$ cat config.mk
export PLATFORM = sky130hd
export DESIGN_NAME = ts_packet_monitor
export DESIGN_NICKNAME = d
export VERILOG_FILES = /design/src/rtl/ts_pkg.sv /design/src/rtl/ts_sync_lock.sv /design/src/rtl/ts_packet_monitor.sv
export SDC_FILE = /design/constraint.sdc
export NUM_CORES = 1
export LEC_CHECK = 0
export CAP_MARGIN = 30
export CORE_ASPECT_RATIO = 0.8
export CORE_UTILIZATION = 50
export DETAILED_ROUTE_END_ITERATION = 7
export GPL_ROUTABILITY_DRIVEN = 0
export GPL_TIMING_DRIVEN = 0
export HOLD_SLACK_MARGIN = 0.15
export PLACE_DENSITY = 0.85
export SKIP_LAST_GASP = 1
export SLEW_MARGIN = 20
export SYNTH_ARGS = -nofsm -noshare
export SYNTH_HDL_FRONTEND = slang
export SYNTH_SLANG_ARGS = --single-unit
$ cat constraint.sdc
create_clock -name clk -period 6.8 [get_ports clk]
set_clock_uncertainty 0.1 [all_clocks]
set_input_delay 1.02 -clock clk [delete_from_list [all_inputs] [get_ports clk]]
set_output_delay 1.02 -clock clk [all_outputs]
set_load 0.02 [all_outputs]
$ cat src/rtl/ts_pkg.sv
// ts_pkg: shared constants and types for the MPEG2-TS packet monitor.
//   PKT_LEN / SYNC_BYTE      packet framing
//   LOCK_THRESH / UNLOCK_THRESH  sync lock hysteresis
//   CNT_WIDTH                QoS counter width
//   NULL_PID                 stuffing PID, never CC-checked
//   HDR_B1..HDR_B3           packet offsets of the header bytes after sync
//   sync_state_e             sync lock FSM states
package ts_pkg;
    localparam int          PKT_LEN       = 188;
    localparam logic [7:0]  SYNC_BYTE     = 8'h47;
    localparam int          LOCK_THRESH   = 3;
    localparam int          UNLOCK_THRESH = 3;
    localparam int          CNT_WIDTH     = 16;
    localparam logic [12:0] NULL_PID      = 13'h1FFF;

    // Header byte offsets within a packet (byte 0 is the sync byte).
    localparam int HDR_B1 = 1;  // TEI, PUSI, PID[12:8]
    localparam int HDR_B2 = 2;  // PID[7:0]
    localparam int HDR_B3 = 3;  // AFC, CC

    typedef enum logic [1:0] {
        HUNT   = 2'd0,
        VERIFY = 2'd1,
        LOCK   = 2'd2
    } sync_state_e;
endpackage

$ cat src/rtl/ts_sync_lock.sv
// ts_sync_lock: packet alignment FSM for a {sync,byte} TS stream.
//   Tracks byte position within a packet and hunts/verifies/locks on the
//   sync byte seen at each packet boundary (pos == 0).
// Ports:
//   clk, rstn      clock, async active-low reset
//   valid_in       a byte is offered this cycle
//   data_in[8:0]   [8] sync flag, [7:0] TS byte
//   lock           FSM currently in LOCK
//   pos            position of the byte offered this cycle
//   sync_loss      comb pulse: this byte forces LOCK -> HUNT
//   bad_boundary   comb pulse: bad sync at a boundary while locked
//   emit           comb: this byte belongs to the locked output stream
module ts_sync_lock
    import ts_pkg::*;
#(
    parameter int         P_LEN    = PKT_LEN,
    parameter logic [7:0] P_SYNC   = SYNC_BYTE,
    parameter int         P_LOCK   = LOCK_THRESH,
    parameter int         P_UNLOCK = UNLOCK_THRESH,
    localparam int        POS_W    = $clog2(P_LEN)
) (
    input  logic             clk,
    input  logic             rstn,
    input  logic             valid_in,
    input  logic [8:0]       data_in,
    output logic             lock,
    output logic [POS_W-1:0] pos,
    output logic             sync_loss,
    output logic             bad_boundary,
    output logic             emit
);
    localparam int GW = $clog2(P_LOCK + 1);
    localparam int MW = $clog2(P_UNLOCK + 1);

    sync_state_e      state_q, state_d;
    logic [POS_W-1:0] pos_q, pos_d;
    logic [GW-1:0]    good_q, good_d;
    logic [MW-1:0]    miss_q, miss_d;

    logic             good;
    logic             at_bnd;
    logic [POS_W-1:0] pos_inc;

    always_ff @(posedge clk or negedge rstn) begin
        if (!rstn) begin
            state_q <= HUNT;
            pos_q   <= '0;
            good_q  <= '0;
            miss_q  <= '0;
        end else begin
            state_q <= state_d;
            pos_q   <= pos_d;
            good_q  <= good_d;
            miss_q  <= miss_d;
        end
    end

    always_comb begin
        good         = data_in[8] && (data_in[7:0] == P_SYNC);
        at_bnd       = (pos_q == '0);
        pos_inc      = (pos_q == POS_W'(P_LEN - 1)) ? '0 : pos_q + 1'b1;
        state_d      = state_q;
        pos_d        = pos_q;
        good_d       = good_q;
        miss_d       = miss_q;
        sync_loss    = 1'b0;
        bad_boundary = 1'b0;

        if (valid_in) begin
            unique case (state_q)
                HUNT: begin
                    // Every byte is a candidate boundary until one is good.
                    if (good) begin
                        state_d = VERIFY;
                        pos_d   = POS_W'(1);
                        good_d  = GW'(1);
                    end
                end
                VERIFY: begin
                    if (!at_bnd) begin
                        pos_d = pos_inc;
                    end else if (good) begin
                        pos_d  = POS_W'(1);
                        good_d = good_q + 1'b1;
                        if (int'(good_q) + 1 == P_LOCK) begin
                            state_d = LOCK;
                            miss_d  = '0;
                        end
                    end else begin
                        state_d = HUNT;
                        pos_d   = '0;
                        good_d  = '0;
                    end
                end
                LOCK: begin
                    pos_d = pos_inc;
                    if (at_bnd) begin
                        if (good) begin
                            miss_d = '0;
                        end else begin
                            // Bad boundaries below threshold keep alignment.
                            bad_boundary = 1'b1;
                            miss_d       = miss_q + 1'b1;
                            if (int'(miss_q) + 1 == P_UNLOCK) begin
                                state_d   = HUNT;
                                pos_d     = '0;
                                good_d    = '0;
                                miss_d    = '0;
                                sync_loss = 1'b1;
                            end
                        end
                    end
                end
                default: begin
                    state_d = HUNT;
                    pos_d   = '0;
                end
            endcase
        end
    end

    // The byte that enters LOCK is emitted; the byte that drops it is not.
    assign emit = valid_in && (state_d == LOCK);
    assign lock = (state_q == LOCK);
    assign pos  = pos_q;
endmodule

$ cat src/rtl/ts_packet_monitor.sv
// ts_packet_monitor: aligns a {sync,byte} MPEG2-TS stream, re-emits it with
// SOP/EOP markers, decodes headers, checks CC of one PID and keeps QoS counts.
// Ports:
//   clk, rstn        clock, async active-low reset
//   data_in[8:0]     [8] sync flag, [7:0] TS byte;  valid_in qualifies it
//   pid_sel[12:0]    PID whose continuity counter is checked
//   data_out/valid_out/sop_out/eop_out   aligned stream, 1-cycle latency
//   lock             sync FSM in LOCK
//   hdr_valid        pulse with byte 3 on data_out; pid/cc/tei/pusi_out updated
//   cc_err           pulse with hdr_valid on a CC discontinuity of pid_sel
//   sync_loss        pulse when LOCK is lost
//   pkt_count        packets completed in LOCK (saturating)
//   err_count        CC errors + bad boundaries in LOCK (saturating)
module ts_packet_monitor
    import ts_pkg::*;
#(
    parameter int CNT_W = CNT_WIDTH
) (
    input  logic             clk,
    input  logic             rstn,
    input  logic [8:0]       data_in,
    input  logic             valid_in,
    input  logic [12:0]      pid_sel,
    output logic [7:0]       data_out,
    output logic             valid_out,
    output logic             sop_out,
    output logic             eop_out,
    output logic             lock,
    output logic             hdr_valid,
    output logic [12:0]      pid_out,
    output logic [3:0]       cc_out,
    output logic             tei_out,
    output logic             pusi_out,
    output logic             cc_err,
    output logic             sync_loss,
    output logic [CNT_W-1:0] pkt_count,
    output logic [CNT_W-1:0] err_count
);
    localparam int POS_W = $clog2(PKT_LEN);

    logic [POS_W-1:0] pos;
    logic             lock_w, sync_loss_w, bad_bnd, emit;

    ts_sync_lock u_sync (
        .clk          (clk),
        .rstn         (rstn),
        .valid_in     (valid_in),
        .data_in      (data_in),
        .lock         (lock_w),
        .pos          (pos),
        .sync_loss    (sync_loss_w),
        .bad_boundary (bad_bnd),
        .emit         (emit)
    );

    logic [7:0]       data_out_q, data_out_d;
    logic             valid_out_q, valid_out_d, sop_q, sop_d, eop_q, eop_d;
    logic             hdr_valid_q, hdr_valid_d;
    logic [12:0]      pid_out_q, pid_out_d;
    logic [3:0]       cc_out_q, cc_out_d;
    logic             tei_q, tei_d, pusi_q, pusi_d;
    logic             cc_err_q, cc_err_d, sync_loss_q, sync_loss_d;
    logic [CNT_W-1:0] pkt_count_q, pkt_count_d, err_count_q, err_count_d;
    // Header fields collected from bytes 1..2 before publishing at byte 3.
    logic             tei_cap_q, tei_cap_d, pusi_cap_q, pusi_cap_d;
    logic [4:0]       pid_hi_q, pid_hi_d;
    logic [7:0]       pid_lo_q, pid_lo_d;
    logic             cc_seen_q, cc_seen_d;
    logic [3:0]       cc_last_q, cc_last_d;
    logic [12:0]      pid_sel_q;

    logic [7:0]  byte_in;
    logic [12:0] cur_pid;
    logic [3:0]  cc_exp;
    logic        seen_eff, hdr_now;

    always_ff @(posedge clk or negedge rstn) begin
        if (!rstn) begin
            data_out_q  <= '0;
            valid_out_q <= 1'b0;
            sop_q       <= 1'b0;
            eop_q       <= 1'b0;
            hdr_valid_q <= 1'b0;
            pid_out_q   <= '0;
            cc_out_q    <= '0;
            tei_q       <= 1'b0;
            pusi_q      <= 1'b0;
            cc_err_q    <= 1'b0;
            sync_loss_q <= 1'b0;
            pkt_count_q <= '0;
            err_count_q <= '0;
            tei_cap_q   <= 1'b0;
            pusi_cap_q  <= 1'b0;
            pid_hi_q    <= '0;
            pid_lo_q    <= '0;
            cc_seen_q   <= 1'b0;
            cc_last_q   <= '0;
            pid_sel_q   <= '0;
        end else begin
            data_out_q  <= data_out_d;
            valid_out_q <= valid_out_d;
            sop_q       <= sop_d;
            eop_q       <= eop_d;
            hdr_valid_q <= hdr_valid_d;
            pid_out_q   <= pid_out_d;
            cc_out_q    <= cc_out_d;
            tei_q       <= tei_d;
            pusi_q      <= pusi_d;
            cc_err_q    <= cc_err_d;
            sync_loss_q <= sync_loss_d;
            pkt_count_q <= pkt_count_d;
            err_count_q <= err_count_d;
            tei_cap_q   <= tei_cap_d;
            pusi_cap_q  <= pusi_cap_d;
            pid_hi_q    <= pid_hi_d;
            pid_lo_q    <= pid_lo_d;
            cc_seen_q   <= cc_seen_d;
            cc_last_q   <= cc_last_d;
            pid_sel_q   <= pid_sel;
        end
    end

    always_comb begin
        byte_in     = data_in[7:0];
        cur_pid     = {pid_hi_q, pid_lo_q};
        hdr_now     = emit && (pos == POS_W'(HDR_B3));
        // CC history is only meaningful for the current pid_sel while locked.
        seen_eff    = cc_seen_q && lock_w && (pid_sel == pid_sel_q);
        cc_exp      = byte_in[4] ? cc_last_q + 4'd1 : cc_last_q;

        data_out_d  = emit ? byte_in : data_out_q;
        valid_out_d = emit;
        sop_d       = emit && (pos == '0);
        eop_d       = emit && (pos == POS_W'(PKT_LEN - 1));
        hdr_valid_d = hdr_now;
        pid_out_d   = pid_out_q;
        cc_out_d    = cc_out_q;
        tei_d       = tei_q;
        pusi_d      = pusi_q;
        cc_err_d    = 1'b0;
        sync_loss_d = sync_loss_w;
        tei_cap_d   = tei_cap_q;
        pusi_cap_d  = pusi_cap_q;
        pid_hi_d    = pid_hi_q;
        pid_lo_d    = pid_lo_q;
        cc_seen_d   = seen_eff;
        cc_last_d   = cc_last_q;
        pkt_count_d = pkt_count_q;
        err_count_d = err_count_q;

        if (emit && pos == POS_W'(HDR_B1)) begin
            tei_cap_d  = byte_in[7];
            pusi_cap_d = byte_in[6];
            pid_hi_d   = byte_in[4:0];
        end
        if (emit && pos == POS_W'(HDR_B2)) begin
            pid_lo_d = byte_in;
        end
        if (hdr_now) begin
            pid_out_d = cur_pid;
            cc_out_d  = byte_in[3:0];
            tei_d     = tei_cap_q;
            pusi_d    = pusi_cap_q;
            if (cur_pid == pid_sel && cur_pid != NULL_PID) begin
                cc_err_d  = seen_eff && (byte_in[3:0] != cc_exp);
                cc_seen_d = 1'b1;
                cc_last_d = byte_in[3:0];
            end
        end

        if (eop_d && pkt_count_q != '1) pkt_count_d = pkt_count_q + 1'b1;
        // Both error sources together still count once.
        if ((bad_bnd || cc_err_d) && err_count_q != '1) err_count_d = err_count_q + 1'b1;
    end

    assign data_out  = data_out_q;
    assign valid_out = valid_out_q;
    assign sop_out   = sop_q;
    assign eop_out   = eop_q;
    assign lock      = lock_w;
    assign hdr_valid = hdr_valid_q;
    assign pid_out   = pid_out_q;
    assign cc_out    = cc_out_q;
    assign tei_out   = tei_q;
    assign pusi_out  = pusi_q;
    assign cc_err    = cc_err_q;
    assign sync_loss = sync_loss_q;
    assign pkt_count = pkt_count_q;
    assign err_count = err_count_q;
endmodule

==> metrics, run 1 <==
Rows 33; maximum root-to-sink buffer count 2; EDFF count, synth 0; synthesized instance count roughly 470; largest net degree at the start of global routing 85; number of DRC markers in iteration 0 ~260; gr usage total roughly a quarter; DP HPWL 9070 um; crit-path max FO 6; crit start category primary input; most frequent cells in the layout dfrtp_1 (112), clkdlybuf4s50_1 (86), nand2_1 (54); cts hold-fix bufs 0; arrival time worst endpoint 4430 ps; Routed WL 12600 um; Clk Latency, worst-skew pair 360 ps; GR Overflow Total 0; Final setup viols 0; RSZ-0062 raised after global routing false; synthesized area between 0.005 and 0.006 mm2; CTS H-tree lvls 3; worst slew pin tran ~890 ps; DR vias/cell 5.67; number of synthesized register bits 112; synthesized area per cell between 10 and 15 um2; layout cell share with drive strength beyond 1 between 10% and 20%; Starting Density about half; vias in the first global route 4162; Distinct cells, synth 53; worst path bufs/invs 3; area added between synthesis and finish 25.9%; Nets between 600 and 700; Ant. Diodes 0; total chip power between 0.0015 and 0.002 W; Hold WC Path Type reg2reg; post-synthesis simple-gate area fraction around 17%; ys flop type dfrtp_1; final worst path period share 63.2%; Core ar. 0.0103 mm2; die height between 90 and 100 um; WS Path Type in2reg; maxcap violations 0; antenna violations before repair 0; status finished, final reports clean; wire per inst 17.6 um; drt first pass iters 5; first-pass GRT wire length roughly 21000 um; Inserted Clock Buffers 9; commonest non-fill, non-tap cell in the layout dfrtp_1; Setup Fix Bufs, Post-CTS 0; PwrDens 261 mW/mm2; Max Fclk 0.233 GHz; clk slew on worst S/H paths 70 ps; area of the die 0.0111 mm2; Worst path slowest cell or4b_4; Net Count, Synth 506; leakage power 3.03 nW; CTS-repair resized insts 0; Clock Root Buffer clkbuf_16; Die Width roughly 120 um; sequential-to-total area share from yosys stat roughly 52%; via count 4036; post-synthesis mux area share 9.24%; Peak VDD IR 0.200 mV; Max Slew Vio Count 0; Synth Area in Compound Gates 5.66%; CTS tree built; Req. time, crit path 6940 ps; largest family of logic cells by synthesized area simple AND/OR/NAND/NOR gates; Final Hold Viols 0; I/O pin cnt 91; ANT nets after route 0; crit path cell chain clkdlybuf4s50_1 -> or4b_4 -> or4_4 -> nor3_4 -> a2bb2oi_1 -> nand2_1 -> inv_2 -> and3_1 -> buf_2 -> mux2_2; IO buf count 87; CP max stage delay 560 ps; Worst Setup End Kind flop; max_slew headroom 40.0%; Post-Synth XOR/XNOR Area 10.2%; Total Negative Setup Slacks 0 ps; Post-Synth Adder-Cell Area under 10%; clock period minus worst slack 4290 ps; Clock Sinks 112; Worst path top cell family by delay simple AND/OR/NAND/NOR gates; drt drc 0; async set-reset flop share out of synthesis between 90% and 100%; synth warn 0
==> per-layer routing <==
layer / track usage (%) / up-vias / part of all wire [%]
met3: 5.74 / 29 / 5.2
met2: 40.1 / 137 / 49
met5: 0 / - / 0
met4: 7.80 / 0 / 2.0
li1: - / 1849 / -
met1: 30.9 / 2021 / 44
==> worst reg2reg max path, stage by stage, from the launching register on <==
cell     delay (ps)
dfrtp_1         420
nor4_1          790
nand2_1         420
o32ai_1         630
a211o_1         310
nand2_1         140
inv_2           180
and3_1          190
buf_2           180
mux2_2          350
==> power breakdown <==
group / switching [W] / total (W) / internal [W]
clock network: 0.000246 / 0.000547 / 0.000301
registers: 0.0000718 / 0.000810 / 0.000738
logic: 0.000224 / 0.000401 / 0.000177
total: 0.000542 / 0.00176 / 0.00122
==> cell type report <==
type	count	area [um2]
Tap cell	140	175
Clock buffer	10	239
Sequential cell	112	2800
Clock inverter	6	72.6
Fill cell	772	3590
Multi-Input combinational cell	327	2410
Buffer	16	91.3
Inverter	13	48.8
Timing Repair Buffer	88	900
==> flip-flops by register name, summed over array words and instances, names as in the netlist, 2 cells and up <==
| signal | flops |
|---|---|
| err_count | 16 |
| pkt_count | 16 |
| pid_out | 13 |
| pid_sel_q | 13 |
| data_out | 8 |
| pid_lo_q | 8 |
| u_sync.pos | 8 |
| pid_hi_q | 5 |
| cc_last_q | 4 |
| cc_out | 4 |
| u_sync.good_q | 2 |
| u_sync.miss_q | 2 |
| u_sync.state_q | 2 |
==> worst paths after layout <==
kind / start / end / slack (ps) / cells after the start
max: data_in[7] / cc_last_q[3]$_DFFE_PN0P_ / 2510 / 10
min: data_out[0]$_DFFE_PN0P_ / data_out[0]$_DFFE_PN0P_ / 380 / 2
max reg2reg: u_sync.pos[4]$_DFFE_PN0P_ / cc_last_q[3]$_DFFE_PN0P_ / 2980 / 9
min reg2reg: data_out[0]$_DFFE_PN0P_ / data_out[0]$_DFFE_PN0P_ / 380 / 2
max in group asynchronous: rstn / pkt_count[13]$_DFFE_PN0P_ / 5470 / 2
min in group asynchronous: rstn / pusi_out$_DFFE_PN0P_ / 420 / 1
==> synthesized netlist by cell type, types with 9 or more instances <==
cell / instances / area (um2)
inv_1: 12 / 45.0
nor2_1: 23 / 86.3
nand4_1: 18 / 113
dfrtp_1: 112 / 2800
o21ai_0: 9 / 45.0
xnor2_1: 43 / 377
nand3_1: 16 / 80.1
mux2_2: 43 / 484
nand2_1: 54 / 203
and3_1: 10 / 62.6
ha_1: 13 / 163
xor2_1: 17 / 149
==> kinds of logic (layout without fill, tap and decap cells) <==
| family | Yosys count | after routing |
|---|---|---|
| buffers and inverters | 29 | 133 |
| multiplexers | 44 | 44 |
| AND/OR/NAND/NOR | 167 | 167 |
| XOR/XNOR | 61 | 61 |
| adder cells (fa/ha/maj) | 13 | 13 |
| flip-flops | 112 | 112 |
| AO/OA/AOI/OAI | 42 | 42 |
==> metrics by stage <==
| step | std cells | hold slack (ps) | setup slack, ps | util [%] | area, um2 |
|---|---|---|---|---|---|
| after floorplan | 468 | 375 | 3040 | - | 5350 |
| after global placement | 695 | 364 | 498 | 62.0 | 6390 |
| after detailed placement | 696 | 363 | 2230 | 62.2 | 6420 |
| after CTS | 712 | 382 | 2590 | 65.2 | 6740 |
| after global routing | 712 | 412 | 2460 | 65.2 | 6740 |
| final | 712 | 380 | 2510 | 65.2 | 6740 |
(Power assumes the default switching activity.)
==> inputs of run 2 (changes only) <==
- CORE_UTILIZATION: 50 -> 48
- clock period: 6.8 -> 3.67 ns (I/O delays scaled with it)
==> metrics, run 2 (synthesis results as in run 1) <==
Hold Path Depth 3 (+1); worst hold slack 354 ps (-25.7 ps); WS Path Type in2reg; Final Hold Viols 0 (unchanged); maximum root-to-sink buffer count 2 (unchanged); crit start category primary input; Inserted Clock Buffers 9 (unchanged); area of the die 0.0116 mm2 (+4.1%); crit-path max FO 6 (unchanged); placed inst area 0.00643 mm2 (about the same); reg2reg start u_sync.pos[0]$_DFFE_PN0P_; Final setup viols 0 (unchanged); Worst path slowest cell or4b_4; worst path bufs/invs 3 (unchanged); arrival time worst endpoint 3700 ps (-730 ps); area added between synthesis and finish 26.2%; Routed WL 12500 um (-0.64%); Hold WC Path Type in2reg; Final Cell Area 0.00675 mm2 (+0.22%); DP HPWL 9060 um (about the same); Setup Fix Bufs, Post-CTS 0 (unchanged); Total Negative Setup Slacks 0 ps (unchanged); via count 4001 (-0.87%); DR vias/cell 5.59 (-1.4%); layout cell share with drive strength beyond 1 14.7% (+0.35 points); dpl cells 700 (+0.57%); drt first pass iters 7 (+2); most frequent cells in the layout dfrtp_1 (112), clkdlybuf4s50_1 (86), nand2_1 (54); status finished, violations left; Hold Crit Endpoint data_out[4]$_DFFE_PN0P_; CTS H-tree lvls 3 (unchanged); HP Start data_in[4]; crit path cell chain clkdlybuf4s50_1 -> or4b_4 -> or4_4 -> nor3_4 -> a2bb2oi_2 -> nand2_1 -> inv_2 -> and3_1 -> buf_2 -> mux2_2; die height 96.4 um (+2.0%); gr usage total 22.4% (-1.6 points); Peak VDD IR 0.387 mV (+94%); Non-Filler Instances 716 (+0.56%); CTS tree built; IO buf count 87 (unchanged); R2R Setup Slk 280 ps (-2700 ps); Clk Latency, worst-skew pair 350 ps (about the same); Worst path top cell family by delay simple AND/OR/NAND/NOR gates; clk slew on worst S/H paths 70 ps (about the same); ANT nets after route 0 (unchanged); CP max stage delay 590 ps (+30 ps); RSZ-0062 raised after global routing false; Worst Setup End Kind flop; drt drc 2 (+2); Rows 34 (+3.0%); Die Width 120 um (+2.0%); antenna violations before repair 0 (unchanged); first-pass GRT wire length 20000 um (-4.1%); Req. time, crit path 3810 ps (-3130 ps); failing checks design-rule violations; PwrDens 472 mW/mm2 (+81%); wire per inst 17.4 um (-1.2%); max_slew headroom 57.1% (+17 points); largest net degree at the start of global routing 59 (-31%); vias in the first global route 3972 (-4.6%); clock period minus worst slack 3560 ps; Clock Sinks 112 (unchanged); Nets 606 (+0.17%); RR Endpoint cc_last_q[3]$_DFFE_PN0P_; Max Slew Vio Count 0 (unchanged); leakage power 3.01 nW (-0.50%); commonest non-fill, non-tap cell in the layout dfrtp_1; maxcap violations 0 (unchanged); Clock Root Buffer clkbuf_16; I/O pin cnt 91 (unchanged); Ant. Diodes 0 (unchanged); Starting Density 49.3% (-2.5 points); GR Overflow Total 0 (unchanged); number of DRC markers in iteration 0 222 (-15%); R2R depth 11 (+2); Max Fclk 0.281 GHz; worst slew pin tran 634 ps (-258 ps); final worst path period share 97.0%; Core ar. 0.0108 mm2 (+5.1%)
==> run 2: cell count changes in the layout (fill, tap and decap cells not counted), sizes merged <==
cell,before,now
bufinv,1,0
clkinvlp,0,2
dlygate4sd3,0,1
inv,16,14
==> run 2: power by group <==
group	switching, W	total [W]	leakage (nW)	internal [W]
logic	0.000423	0.000754	1.37	0.000331
registers	0.000133	0.00150	1.51	0.00137
clock network	0.000450	0.000930	0.131	0.000481
total	0.00101	0.00318	3.01	0.00218
==> run 2: worst min-delay path: cells and delay by family <==
kind	cells	cell delay, ps
buf+inv	1	110
simple gates	2	100
==> run 2: cell type report <==
class | instances | area, um2
fill | 828 | 4100
sequential | 112 | 2800
multi-input combinational | 327 | 2440
timing repair buffer | 89 | 910
clock buffer | 10 | 239
tap | 144 | 180
buffer | 16 | 91.3
inverter | 13 | 48.8
clock inverter | 5 | 41.3
==> run 2: per-stage QoR <==
stage          setup slack (ps)  total power (W)  util [%]
2_1_floorplan               377          0.00193         -
3_3_place_gp              -2140          0.00221      59.0
3_5_place_dp               -353          0.00225      59.3
4_1_cts                     101          0.00319      62.0
5_1_grt                    9.89          0.00334      62.2
6_report                    110          0.00318      62.2
==> run 2: worst max-delay path by stage <==
| stage | depth (start not counted) | startpoint | endpoint |
|---|---|---|---|
| after global placement | 1 | rstn | hdr_valid$_DFF_PN0_ |
| after floorplan | 10 | data_in[4] | cc_last_q[0]$_DFFE_PN0P_ |
| after global routing | 10 | data_in[7] | cc_last_q[0]$_DFFE_PN0P_ |
| after detailed placement | 10 | data_in[7] | cc_last_q[3]$_DFFE_PN0P_ |
| after CTS | 9 | data_in[7] | err_count[9]$_DFFE_PN0P_ |
| final | 10 | data_in[5] | cc_last_q[3]$_DFFE_PN0P_ |
==> run 2: layer usage <==
| layer | track usage, % | routed length (um) | share of wire (%) |
|---|---|---|---|
| met2 | 36.3 | 6020 | 48 |
| met5 | 0 | 0 | 0 |
| met1 | 30.2 | 5580 | 45 |
| met4 | 9.06 | 275 | 2.2 |
| met3 | 3.81 | 609 | 4.9 |
==> run 2: timing repair <==
item	4_1_cts	5_1_grt
gates resized for setup	1	3
hold buffers	1	0
endpoints found under the hold margin	54	0
setup endpoints to repair	4	52
